**config.mk**
```make
export PLATFORM = sky130hd
export DESIGN_NAME = datapath_controller
export DESIGN_NICKNAME = d
export VERILOG_FILES = /design/src/rtl/datapath_controller_pkg.sv /design/src/rtl/datapath_controller_instr_dec.sv /design/src/rtl/datapath_controller.sv
export SDC_FILE = /design/constraint.sdc
export NUM_CORES = 1
export LEC_CHECK = 0
export BUFFER_PORTS_ARGS = -buffer_cell sky130_fd_sc_hd__buf_2
export CAP_MARGIN = 10
export CORE_MARGIN = 4
export CORE_UTILIZATION = 35
export CTS_CLUSTER_DIAMETER = 200
export DETAILED_ROUTE_END_ITERATION = 7
export HOLD_SLACK_MARGIN = 0.05
export PLACE_DENSITY = 0.67
export REMOVE_ABC_BUFFERS = 1
export SLEW_MARGIN = 10
export SYNTH_ARGS = -nofsm -noshare
export SYNTH_HDL_FRONTEND = slang
export SYNTH_SLANG_ARGS = --single-unit
```
**constraint.sdc**
```tcl
create_clock -name clk -period 1.9 [get_ports clk]
set_input_delay 0.285 -clock clk [delete_from_list [all_inputs] [get_ports clk]]
set_output_delay 0.285 -clock clk [all_outputs]
set_load 0.01 [all_outputs]
```
**src/rtl/datapath_controller_pkg.sv**
```systemverilog
`default_nettype none
// ============================================================================
// Module      : datapath_controller_pkg
// Description : Shared encodings for the datapath controller: opcode/op
//               fields, ALU and shifter codes, instruction classes, FSM states.
// Revision    : 1.0 - initial release
// ============================================================================
package datapath_controller_pkg;

  // Opcode field IR[15:13]
  localparam logic [2:0] OP_MOV = 3'b110;
  localparam logic [2:0] OP_ALU = 3'b101;

  // op field IR[12:11] for OP_MOV
  localparam logic [1:0] MOV_REG = 2'b00;
  localparam logic [1:0] MOV_IMM = 2'b10;

  // op field IR[12:11] for OP_ALU
  localparam logic [1:0] ALU_ADD = 2'b00;
  localparam logic [1:0] ALU_CMP = 2'b01;
  localparam logic [1:0] ALU_AND = 2'b10;
  localparam logic [1:0] ALU_MVN = 2'b11;

  // ALUop codes presented to the datapath
  localparam logic [1:0] ALUOP_ADD  = 2'b00;
  localparam logic [1:0] ALUOP_SUB  = 2'b01;
  localparam logic [1:0] ALUOP_AND  = 2'b10;
  localparam logic [1:0] ALUOP_NOTB = 2'b11;

  // Shifter codes carried in IR[4:3]
  localparam logic [1:0] SH_NONE = 2'b00;
  localparam logic [1:0] SH_LSL  = 2'b01;
  localparam logic [1:0] SH_LSR  = 2'b10;
  localparam logic [1:0] SH_ASR  = 2'b11;

  // Instruction class produced by the decoder
  typedef enum logic [2:0] {
    CLS_ILLEGAL = 3'd0,
    CLS_MOV_IMM = 3'd1,
    CLS_MOV_REG = 3'd2,
    CLS_ALU     = 3'd3,   // ADD or AND: read Rn and Rm, write Rd
    CLS_CMP     = 3'd4,
    CLS_MVN     = 3'd5
  } instr_cls_t;

  // Controller states; unreachable encodings recover to S_WAIT
  typedef enum logic [2:0] {
    S_WAIT   = 3'd0,
    S_DECODE = 3'd1,
    S_GETA   = 3'd2,
    S_GETB   = 3'd3,
    S_EXEC   = 3'd4,
    S_WREG   = 3'd5,
    S_WIMM   = 3'd6
  } state_t;

endpackage : datapath_controller_pkg
`default_nettype wire

```
**src/rtl/datapath_controller_instr_dec.sv**
```systemverilog
`default_nettype none
// ============================================================================
// Module      : datapath_controller_instr_dec
// Description : Combinational instruction decoder: register fields, shift
//               code, ALUop, sign-extended immediates and instruction class.
// Revision    : 1.0 - initial release
// ============================================================================
module datapath_controller_instr_dec
  import datapath_controller_pkg::*;
#(
  parameter int WIDTH = 16
) (
  input  logic [15:0]      i_ir,
  output logic [2:0]       o_rn,
  output logic [2:0]       o_rd,
  output logic [2:0]       o_rm,
  output logic [1:0]       o_sh,
  output logic [1:0]       o_aluop,
  output logic [WIDTH-1:0] o_sximm8,
  output logic [WIDTH-1:0] o_sximm5,
  output instr_cls_t       o_cls
);

  logic [2:0] w_opcode;
  logic [1:0] w_op;

  assign w_opcode = i_ir[15:13];
  assign w_op     = i_ir[12:11];

  assign o_rn     = i_ir[10:8];
  assign o_rd     = i_ir[7:5];
  assign o_sh     = i_ir[4:3];
  assign o_rm     = i_ir[2:0];
  assign o_sximm8 = {{(WIDTH-8){i_ir[7]}}, i_ir[7:0]};
  assign o_sximm5 = {{(WIDTH-5){i_ir[4]}}, i_ir[4:0]};

  // Classify the instruction and pick the ALU operation it needs
  always_comb begin
    o_cls   = CLS_ILLEGAL;
    o_aluop = ALUOP_ADD;
    if (w_opcode == OP_MOV) begin
      if (w_op == MOV_IMM) o_cls = CLS_MOV_IMM;
      else if (w_op == MOV_REG) o_cls = CLS_MOV_REG;   // 0 + shifted Rm
    end else if (w_opcode == OP_ALU) begin
      unique case (w_op)
        ALU_ADD: begin o_cls = CLS_ALU; o_aluop = ALUOP_ADD;  end
        ALU_CMP: begin o_cls = CLS_CMP; o_aluop = ALUOP_SUB;  end
        ALU_AND: begin o_cls = CLS_ALU; o_aluop = ALUOP_AND;  end
        default: begin o_cls = CLS_MVN; o_aluop = ALUOP_NOTB; end
      endcase
    end
  end

endmodule : datapath_controller_instr_dec
`default_nettype wire

```
**src/rtl/datapath_controller.sv**
```systemverilog
`default_nettype none
// ============================================================================
// Module      : datapath_controller
// Description : Instruction register plus Moore FSM sequencing the register
//               file / ALU datapath through one instruction at a time.
// Revision    : 1.0 - initial release
// ============================================================================
module datapath_controller
  import datapath_controller_pkg::*;
#(
  parameter int WIDTH = 16
) (
  input  logic             clk,
  input  logic             reset,
  input  logic             load,
  input  logic [15:0]      in,
  input  logic             s,
  output logic             w,
  output logic [2:0]       readnum,
  output logic [2:0]       writenum,
  output logic             write,
  output logic             loada,
  output logic             loadb,
  output logic             loadc,
  output logic             loads,
  output logic             asel,
  output logic             bsel,
  output logic             vsel,
  output logic [1:0]       shift,
  output logic [1:0]       ALUop,
  output logic [WIDTH-1:0] sximm8,
  output logic [WIDTH-1:0] sximm5
);

  logic [15:0] r_ir;
  state_t      r_state;
  state_t      w_next_state;

  logic [2:0]  w_rn;
  logic [2:0]  w_rd;
  logic [2:0]  w_rm;
  logic [1:0]  w_sh;
  logic [1:0]  w_aluop;
  instr_cls_t  w_cls;

  datapath_controller_instr_dec #(
    .WIDTH (WIDTH)
  ) u_dec (
    .i_ir     (r_ir),
    .o_rn     (w_rn),
    .o_rd     (w_rd),
    .o_rm     (w_rm),
    .o_sh     (w_sh),
    .o_aluop  (w_aluop),
    .o_sximm8 (sximm8),
    .o_sximm5 (sximm5),
    .o_cls    (w_cls)
  );

  // Instruction register: only writable while idle so IR is stable mid-instruction
  always_ff @(posedge clk or posedge reset) begin
    if (reset)                        r_ir <= 16'h0000;
    else if (load && r_state == S_WAIT) r_ir <= in;
  end

  // State register
  always_ff @(posedge clk or posedge reset) begin
    if (reset) r_state <= S_WAIT;
    else       r_state <= w_next_state;
  end

  // Next-state and Moore outputs; depend only on r_state and r_ir (plus s for transition)
  always_comb begin
    w_next_state = S_WAIT;
    w        = 1'b0;
    readnum  = 3'd0;
    writenum = 3'd0;
    write    = 1'b0;
    loada    = 1'b0;
    loadb    = 1'b0;
    loadc    = 1'b0;
    loads    = 1'b0;
    asel     = 1'b0;
    bsel     = 1'b0;
    vsel     = 1'b0;
    shift    = w_sh;
    ALUop    = w_aluop;
    unique case (r_state)
      S_WAIT: begin
        w = 1'b1;
        w_next_state = s ? S_DECODE : S_WAIT;
      end
      S_DECODE: begin
        unique case (w_cls)
          CLS_MOV_IMM:          w_next_state = S_WIMM;
          CLS_MOV_REG, CLS_MVN: w_next_state = S_GETB;  // single-operand: skip A
          CLS_ALU, CLS_CMP:     w_next_state = S_GETA;
          default:              w_next_state = S_WAIT;
        endcase
      end
      S_GETA: begin
        readnum = w_rn;
        loada   = 1'b1;
        w_next_state = S_GETB;
      end
      S_GETB: begin
        readnum = w_rm;
        loadb   = 1'b1;
        w_next_state = S_EXEC;
      end
      S_EXEC: begin
        // Force A to zero so MOV reg yields shifted Rm and MVN yields ~Rm
        asel = (w_cls == CLS_MOV_REG) || (w_cls == CLS_MVN);
        if (w_cls == CLS_CMP) begin
          loads = 1'b1;
          w_next_state = S_WAIT;
        end else begin
          loadc = 1'b1;
          w_next_state = S_WREG;
        end
      end
      S_WREG: begin
        writenum = w_rd;
        write    = 1'b1;
        w_next_state = S_WAIT;
      end
      S_WIMM: begin
        writenum = w_rn;
        vsel     = 1'b1;
        write    = 1'b1;
        w_next_state = S_WAIT;
      end
      default: w_next_state = S_WAIT;
    endcase
  end

endmodule : datapath_controller
`default_nettype wire

```
==> flow_summary_export.csv, run 1 <==
group,metric,value,unit
cts,cts_tree,"done",
worst_setup_path,crit_buf_inv,1,
worst_setup_path,critPathSlowestCell,"dfrtp_2",
cts,insertion_delay,0.29,ns
yosys,ys_top_cells_by_area,"dfrtp_1 (37%), buf_4 (21%), mux2_4 (12%), mux2_2 (5.3%), a22o_1 (2.1%)",
die,fp-row-count,21,
timing,fmax,556.8,MHz
yosys,yosys.area.top_type_share,37.48,%
routing,routed-wl-met3,262,um
place,pre_cts_ws,0.2538,ns
grt,grt_pass1_vias,892,
worst_setup_path,crit_path_max_fanout,7,
grt,grt-ovfl-total,0,
place,globalplace.congestion,0.8193,
worst_setup_path,crit_family,"flip-flops",
cts,cts_buffers,3,
yosys,avgSynthCellArea,10.94,sq um
die,fp.dieW,68.21,um
pwr,powerDensity,1623,nW/um^2
grt,grt_use_total,11.07,%
worst_setup_path,crit_arrival,1.51,ns
cells_and_area,fin_util,42.05,%
die,dieHeight,68.21,um
timing,skew,0.002437,ns
pwr,max-vdd-ir-drop,0.8028,mV
yosys,postSynth.asyncResetShare,100.0,%
yosys,synth_area,1269,sq um
die,die_area,4652,sq um
cts,htreeDepth,1,
timing,fin_crit,1.796,ns
yosys,synth_common_cells,"buf_4 (35), dfrtp_1 (19), mux2_4 (10), mux2_2 (6)",
cts,clkTransAtPathRegs,0.10,ns
routing,routed-wl-met2,1175,um
status,status,"finished, final reports clean",
place,portBuffers,69,
yosys,synth.distinct_cells,32,
worst_hold_path,hold_class,"input pin to asynchronous set/reset pin",
cts,hold_buffers,0,
timing,worst_pin_slew,0.7147,ns
yosys,yosysTopAreaCell,"dfrtp_1",
routing,first_pass_iters,4,
timing,post-route-period-util,94.53,%
run,drv_cap,0,
place,post_dp_cell_area,1374,sq um
die,io_pins,71,
routing,via_per_inst,4.683,
pwr,total_leakage_power,0.0007521,uW
worst_setup_path,endpoint_kind,"output pin",
yosys,synth-edff-count,0,
routing,dr.max_layer_used,"met4",
cells_and_area,final_area,1436,sq um
routing,wl_met1,1126,um
routing,ant_nets,0,
die,initial_utilization,37.14,%
die,fp.coreArea,3416,sq um
worst_setup_path,criticalPathCategory,"flip-flop to output pin",
timing,maxSlewHeadroom,52.30,%
timing,finalHoldViolations,0,
yosys,ys_ff_latch,19,
grt,antenna_found_initial,0,
worst_setup_path,worstPathRequired,1.62,ns
yosys,syn_inst,116,
yosys,synth_most_common_cell,"buf_4",
grt,grt_max_degree,20,
routing,drc,0,
timing,setup_ws,0.1039,ns
timing,setup_viol,0,
routing,drt_wl_total,2579,um
worst_setup_path,max_stage_delay,0.46,ns
cts,cts_sinks,19,
worst_setup_path,start_kind,"flip-flop",
cells_and_area,antennaDiodeCount,0,
cells_and_area,synthToLayoutAreaGrowth,13.22,%
worst_setup_path,critical_path.cell_chain,"or2b_1 -> nor2_2 -> a22o_1 -> buf_2",
routing,vias,932,
timing,slew_violations,0,
yosys,yosysSeqAreaShare,37.48,%
routing,drt_iter0_drc,25,
cells_and_area,fin_nets,174,
cts,cts_root_buf,"clkbuf_4",
cells_and_area,drive_above_1_share,66.67,%
cts,cts_buffer_depth,2,
yosys,synth_flop_cell,"dfrtp_1",
yosys,yosys_warnings,0,
routing,wl_per_cell,12.96,um
timing,whs,0.09088,ns
place,dp_hpwl,1958,um
grt,grt_pass1_wl,3953,um
power breakdown:
group          internal, uW  switching [uW]
Clock                  81.5             119
Sequential              604             269
Combinational           665             593
Total                  1350             981
cells by family (layout without fill, tap and decap cells):
logic type | Yosys count | in the layout | share of synthesized area [%]
buffers and inverters | 42 | 79 | 24.65
AND/OR/NAND/NOR | 23 | 23 | 11.83
AO/OA/AOI/OAI | 15 | 15 | 8.580
other | 1 | 1 | 0.2956
multiplexers | 16 | 16 | 17.16
flip-flops | 19 | 19 | 37.48
cell type report:
| type | count | area [sq um] |
|---|---|---|
| sequential | 19 | 480.5 |
| fill | 354 | 1979 |
| inverter | 4 | 15.01 |
| tap | 46 | 57.56 |
| clock buffer | 4 | 26.28 |
| multi-input combinational | 55 | 496.7 |
| timing repair buffer | 71 | 360.3 |
layout by cell type (no fill, tap or decap), drive strengths merged, types with 2 or more instances in the layout:
master,instances
a22o,3
a31oi,2
a22oi,3
and2b,2
and2,2
nor2b,4
clkbuf,4
inv,4
nand2,2
buf,71
nor3,2
o21ai,2
nor3b,2
or2b,2
mux2,16
dfrtp,19
nor2,4
sequential cells by signal, summed over array words and instances (netlist names):
name,count
r_ir,16
r_state,3
repair_timing:
action	in CTS	in global routing
resized for setup	4	4
buffers inserted	0	2
setup endpoints to repair	3	4
worst reg2reg max path, stage by stage (launching register included):
cell     delay [ns]
dfrtp_2        0.46
buf_4          0.17
nor3_2         0.12
and2_4         0.35
mux2_2         0.38
layer usage:
metal,global-route usage (%),vias to the layer above
li1,-,438
met1,14.17,436
met2,18.53,56
met3,2.627,2
met4,2.978,0
met5,0,-
worst paths after layout:
kind,start,endpoint,slack (ns),cells after the start
setup / recovery,r_state[2]$_DFF_PP0_,readnum[0],0.10,4
hold / removal,reset,r_ir[0]$_DFFE_PP0P_,0.09,2
setup reg to reg,r_state[2]$_DFF_PP0_,r_ir[3]$_DFFE_PP0P_,0.32,4
hold reg to reg,r_state[2]$_DFF_PP0_,r_state[1]$_DFF_PP0_,0.52,1
max in group asynchronous,reset,r_state[2]$_DFF_PP0_,1.31,2
min in group clk,in[11],r_ir[11]$_DFFE_PP0P_,0.22,2
metrics by stage:
stage	power (uW)	cells	TNS [ns]
finish	2332	199	0
global route	2519	199	-0.003433
CTS	2332	197	0
detailed placement	2113	193	0
global placement	2100	193	0
floorplan	1571	78	0
Note: power is estimated with default switching activity, not from simulation.
==> run 2: changes to the inputs <==
--- a/config.mk
+++ b/config.mk
@@ -13,6 +13,7 @@
 export DETAILED_ROUTE_END_ITERATION = 7
 export HOLD_SLACK_MARGIN = 0.05
 export PLACE_DENSITY = 0.67
+export RECOVER_POWER = 25
 export REMOVE_ABC_BUFFERS = 1
 export SLEW_MARGIN = 10
 export SYNTH_ARGS = -nofsm -noshare
==> flow_summary_export.csv, run 2 (synthesis results as in run 1) <==
group,metric,value,unit
status,status,"finished, final reports clean",
routing,via_per_inst,4.678,
worst_setup_path,crit_path_max_fanout,7,
timing,skew,0.002437,ns
timing,fin_setup_tns,0,ns
grt,grt-ovfl-total,0,
routing,first_pass_iters,4,
grt,grt_pass1_wl,3953,um
worst_setup_path,crit_end,"readnum[0]",
cells_and_area,layout_common_cells,"buf_2 (67), dfrtp_1 (15), mux2_4 (10), mux2_2 (6)",
timing,post-route-period-util,94.54,%
cells_and_area,final_area,1434,sq um
timing,worst_pin_slew,0.7147,ns
cells_and_area,largestRegisters,"r_ir x16, r_state x3",
cells_and_area,final_common_cell,"buf_2",
cells_and_area,synthToLayoutAreaGrowth,13.02,%
grt,grt_max_degree,20,
cells_and_area,drive_above_1_share,65.36,%
cts,cts_tree,"done",
cells_and_area,largest_reg_flops,16,
place,globalplace.congestion,0.8193,
die,fp-row-count,21,
routing,ant_nets,0,
routing,vias,931,
cts,hold_buffers,0,
worst_setup_path,crit_arrival,1.51,ns
cts,clkTransAtPathRegs,0.10,ns
place,dp_hpwl,1958,um
timing,finalHoldViolations,0,
worst_setup_path,critical_path.cell_chain,"or2b_1 -> nor2_2 -> a22o_1 -> buf_2",
cts,cts_sinks,19,
cells_and_area,antennaDiodeCount,0,
cells_and_area,n_fill_cell,356,
grt,grt_use_total,11.07,%
pwr,max-vdd-ir-drop,0.8029,mV
worst_setup_path,critPathSlowestCell,"dfrtp_2",
place,portBuffers,69,
grt,antenna_found_initial,0,
timing,setup_viol,0,
place,post_dp_cell_area,1374,sq um
run,drv_cap,0,
worst_setup_path,rrSetupSlack,0.32,ns
routing,drt_wl_total,2582,um
routing,drt_iter0_drc,25,
cts,cts_buffers,3,
worst_setup_path,crit_buf_inv,1,
worst_setup_path,timing.rr.end,"r_ir[3]$_DFFE_PP0P_",
worst_setup_path,endpoint_kind,"output pin",
die,initial_utilization,37.14,%
worst_setup_path,r2r-start,"r_state[2]$_DFF_PP0_",
pwr,powerDensity,1623,nW/um^2
die,fp.coreArea,3416,sq um
cells_and_area,regMostFlops,"r_ir",
worst_setup_path,critPathLaunch,"r_state[2]$_DFF_PP0_",
worst_setup_path,reg2reg_depth,4,
timing,maxSlewHeadroom,52.30,%
routing,drc,0,
worst_setup_path,cp.depth,4,
worst_setup_path,worstPathRequired,1.62,ns
die,dieHeight,68.21,um
worst_setup_path,crit_family,"flip-flops",
die,fp.dieW,68.21,um
timing,fmax,556.7,MHz
cells_and_area,fin_nets,174,
routing,wl_per_cell,12.97,um
grt,grt_pass1_vias,892,
worst_setup_path,max_stage_delay,0.46,ns
die,die_area,4652,sq um
timing,slew_violations,0,
timing,fin_crit,1.796,ns
cts,insertion_delay,0.29,ns
cts,htreeDepth,1,
worst_setup_path,start_kind,"flip-flop",
cts,cts_root_buf,"clkbuf_4",
worst_setup_path,criticalPathCategory,"flip-flop to output pin",
pwr,fin_total_pwr,2327,uW
worst_hold_path,hold_class,"input pin to asynchronous set/reset pin",
pwr,total_leakage_power,0.0007465,uW
cts,cts_buffer_depth,2,
die,io_pins,71,
## run 2: cell types whose count changed in the layout (fill, tap and decap cells not counted)
| cell | delta |
|---|---|
| buf_2 | -2 |
| clkbuf_1 | +2 |
## run 2: layout make-up
cell class | instances | area [sq um] | area share, %
timing repair buffer | 71 | 357.8 | 24.96
clock buffer | 4 | 26.28 | 1.832
multi-input combinational | 55 | 496.7 | 34.64
sequential | 19 | 480.5 | 33.51
inverter | 4 | 15.01 | 1.047
tap | 46 | 57.56 | 4.014
## run 2: what timing repair did
item / CTS / global route
resized for setup: 4 / 4
cloned: 0 / 0
setup buffers: 0 / 2
endpoints found under the hold margin: 0 / 0
setup endpoints to repair: 3 / 4
## run 2: worst min path at each step
stage | depth (start not counted) | to | slack (ns)
global route | 2 | r_ir[0]$_DFFE_PP0P_ | 0.16
finish | 2 | r_ir[0]$_DFFE_PP0P_ | 0.09
detailed placement | 2 | r_ir[4]$_DFFE_PP0P_ | 0.45
floorplan | 1 | r_ir[0]$_DFFE_PP0P_ | 0.24
CTS | 2 | r_ir[4]$_DFFE_PP0P_ | 0.12
global placement | 2 | r_ir[14]$_DFFE_PP0P_ | 0.44
## run 2: metal layers
| metal | part of all wire [%] | track usage [%] |
|---|---|---|
| met5 | 0 | 0 |
| met2 | 46 | 18.53 |
| met4 | 0.54 | 2.978 |
| met3 | 10 | 2.627 |
| met1 | 44 | 14.17 |
## run 2: per-stage QoR
stage / hold slack (ns) / setup WS, ns / std cells / util [%]
4_1_cts: 0.1213 / 0.03942 / 197 / 41.21
2_1_floorplan: 0.2361 / 0.3907 / 78 / -
5_1_grt: 0.1610 / -0.003433 / 199 / 41.98
6_report: 0.09088 / 0.1037 / 199 / 41.98
3_3_place_gp: 0.4433 / 0.2753 / 193 / 40.22
3_5_place_dp: 0.4520 / 0.2538 / 193 / 40.22
## run 2: power breakdown
group / internal (uW) / switching, uW / total, uW / leakage (uW)
Clock: 81.5 / 119 / 200 / 0.0000150
Sequential: 604 / 270 / 874 / 0.000221
Combinational: 659 / 593 / 1250 / 0.000510
Total: 1340 / 982 / 2330 / 0.000746
==> run 3: changes to the inputs <==
--- a/config.mk
+++ b/config.mk
@@ -12,7 +12,7 @@
 export CTS_CLUSTER_DIAMETER = 200
 export DETAILED_ROUTE_END_ITERATION = 7
 export HOLD_SLACK_MARGIN = 0.05
-export PLACE_DENSITY = 0.67
+export PLACE_DENSITY = 0.73
 export RECOVER_POWER = 25
 export REMOVE_ABC_BUFFERS = 1
 export SLEW_MARGIN = 10
==> flow_summary_export.csv, run 3 (synthesis results as in run 1) <==
group,metric,value,unit
cts,hold_buffers,0,
timing,whs,0.09474,ns
routing,first_pass_iters,4,
worst_setup_path,crit_path_max_fanout,7,
cells_and_area,layout_common_cells,"buf_2 (68), dfrtp_1 (17), mux2_4 (10), mux2_2 (6)",
pwr,fin_total_pwr,2301,uW
timing,rsz0062_at_grt,"no",
worst_setup_path,crit_arrival,1.50,ns
cts,cts_tree,"done",
cells_and_area,synthToLayoutAreaGrowth,11.93,%
run,drv_cap,0,
cells_and_area,regMostFlops,"r_ir",
worst_setup_path,worstPathRequired,1.62,ns
cells_and_area,antennaDiodeCount,0,
cells_and_area,largest_reg_flops,16,
worst_setup_path,crit_buf_inv,1,
cells_and_area,largestRegisters,"r_ir x16, r_state x3",
routing,ant_nets,0,
timing,slew_violations,0,
timing,skew,0.0009795,ns
cells_and_area,drive_above_1_share,64.47,%
cts,cts_buffers,3,
routing,drt_wl_total,2473,um
place,dp_hpwl,1971,um
cts,cts_resized,0,
routing,drt_iter0_drc,9,
pwr,powerDensity,1621,nW/um^2
worst_setup_path,max_stage_delay,0.47,ns
timing,fin_setup_tns,0,ns
timing,post-route-period-util,94.08,%
worst_setup_path,critPathSlowestCell,"dfrtp_1",
routing,wl_per_cell,12.49,um
cts,cts_sinks,19,
grt,grt_max_degree,20,
die,fp-row-count,21,
timing,maxSlewHeadroom,52.76,%
cells_and_area,multiInputGateArea,491.7,sq um
die,io_pins,71,
cts,post_cts_buffers,0,
cells_and_area,final_common_cell,"buf_2",
worst_setup_path,endpoint_kind,"output pin",
grt,grt_pass1_wl,3753,um
place,portBuffers,69,
cells_and_area,ff_latch_area,478.0,sq um
routing,drc,0,
timing,finalHoldViolations,0,
routing,vias,902,
worst_hold_path,hold_class,"input pin to asynchronous set/reset pin",
cts,cts_root_buf,"clkbuf_4",
cts,cts_buffer_depth,2,
die,initial_utilization,37.14,%
cells_and_area,n_fill_cell,369,
die,dieHeight,68.21,um
place,globalplace.congestion,0.6945,
worst_setup_path,criticalPathCategory,"flip-flop to output pin",
cts,insertion_delay,0.28,ns
cts,clkTransAtPathRegs,0.10,ns
die,fp.coreArea,3416,sq um
worst_setup_path,crit_family,"simple AND/OR/NAND/NOR gates",
cells_and_area,fin_nets,173,
grt,grt_pass1_vias,835,
timing,worst_pin_slew,0.7078,ns
status,status,"finished, final reports clean",
grt,antenna_found_initial,0,
pwr,total_leakage_power,0.0007461,uW
grt,grt-ovfl-total,0,
cts,htreeDepth,1,
timing,setup_viol,0,
routing,via_per_inst,4.556,
timing,fmax,559.4,MHz
worst_setup_path,critical_path.cell_chain,"nor4b_2 -> a31oi_1 -> nor3b_1 -> buf_2",
die,fp.dieW,68.21,um
worst_setup_path,start_kind,"flip-flop",
pwr,max-vdd-ir-drop,0.9226,mV
die,die_area,4652,sq um
grt,grt_use_total,10.59,%
timing,fin_crit,1.787,ns
run 3: area by class of cell:
class / count / area share, %
Timing Repair Buffer: 70 / 24.76
Inverter: 4 / 1.057
Sequential cell: 19 / 33.66
Tap cell: 46 / 4.053
Clock buffer: 4 / 1.850
Multi-Input combinational cell: 55 / 34.63
run 3: metrics by stage:
| step | std cells | util, % | worst slack (ns) | area [sq um] |
|---|---|---|---|---|
| floorplan | 78 | - | 0.3907 | 970.9 |
| global placement | 194 | 40.44 | 0.3486 | 1381 |
| detailed placement | 194 | 40.44 | 0.3377 | 1381 |
| CTS | 198 | 41.21 | 0.002226 | 1408 |
| global route | 198 | 41.58 | 0.008356 | 1420 |
| finish | 198 | 41.58 | 0.1125 | 1420 |
run 3: final timing paths:
check / start / to / slack, ns / depth (start not counted)
max: r_ir[12]$_DFFE_PP0P_ / asel / 0.11 / 4
min: reset / r_ir[3]$_DFFE_PP0P_ / 0.09 / 2
max reg2reg: r_state[0]$_DFF_PP0_ / r_ir[2]$_DFFE_PP0P_ / 0.39 / 3
min reg2reg: r_ir[6]$_DFFE_PP0P_ / r_ir[6]$_DFFE_PP0P_ / 0.55 / 1
max in group asynchronous: reset / r_state[1]$_DFF_PP0_ / 1.32 / 2
min in group clk: in[8] / r_ir[8]$_DFFE_PP0P_ / 0.22 / 2
run 3: worst reg2reg max path, stage by stage (launching register included):
cell	delay [ns]
dfrtp_2	0.47
nor3_2	0.21
and2_4	0.35
mux2_2	0.37
run 3: where the power goes:
group | total [uW] | internal, uW | switching, uW | leakage (uW)
combinational | 1240 | 656 | 583 | 0.000507
clock | 194 | 81.5 | 112 | 0.0000150
sequential | 868 | 601 | 267 | 0.000224
run 3: layer usage:
layer | global-route usage (%) | share of wire (%) | vias up | wire (um)
met5 | 0 | 0 | - | 0
met2 | 18.41 | 48 | 50 | 1179
met3 | 3.612 | 10 | 2 | 249
li1 | - | - | 435 | -
met1 | 12.56 | 42 | 415 | 1031
met4 | 2.233 | 0.53 | 0 | 13
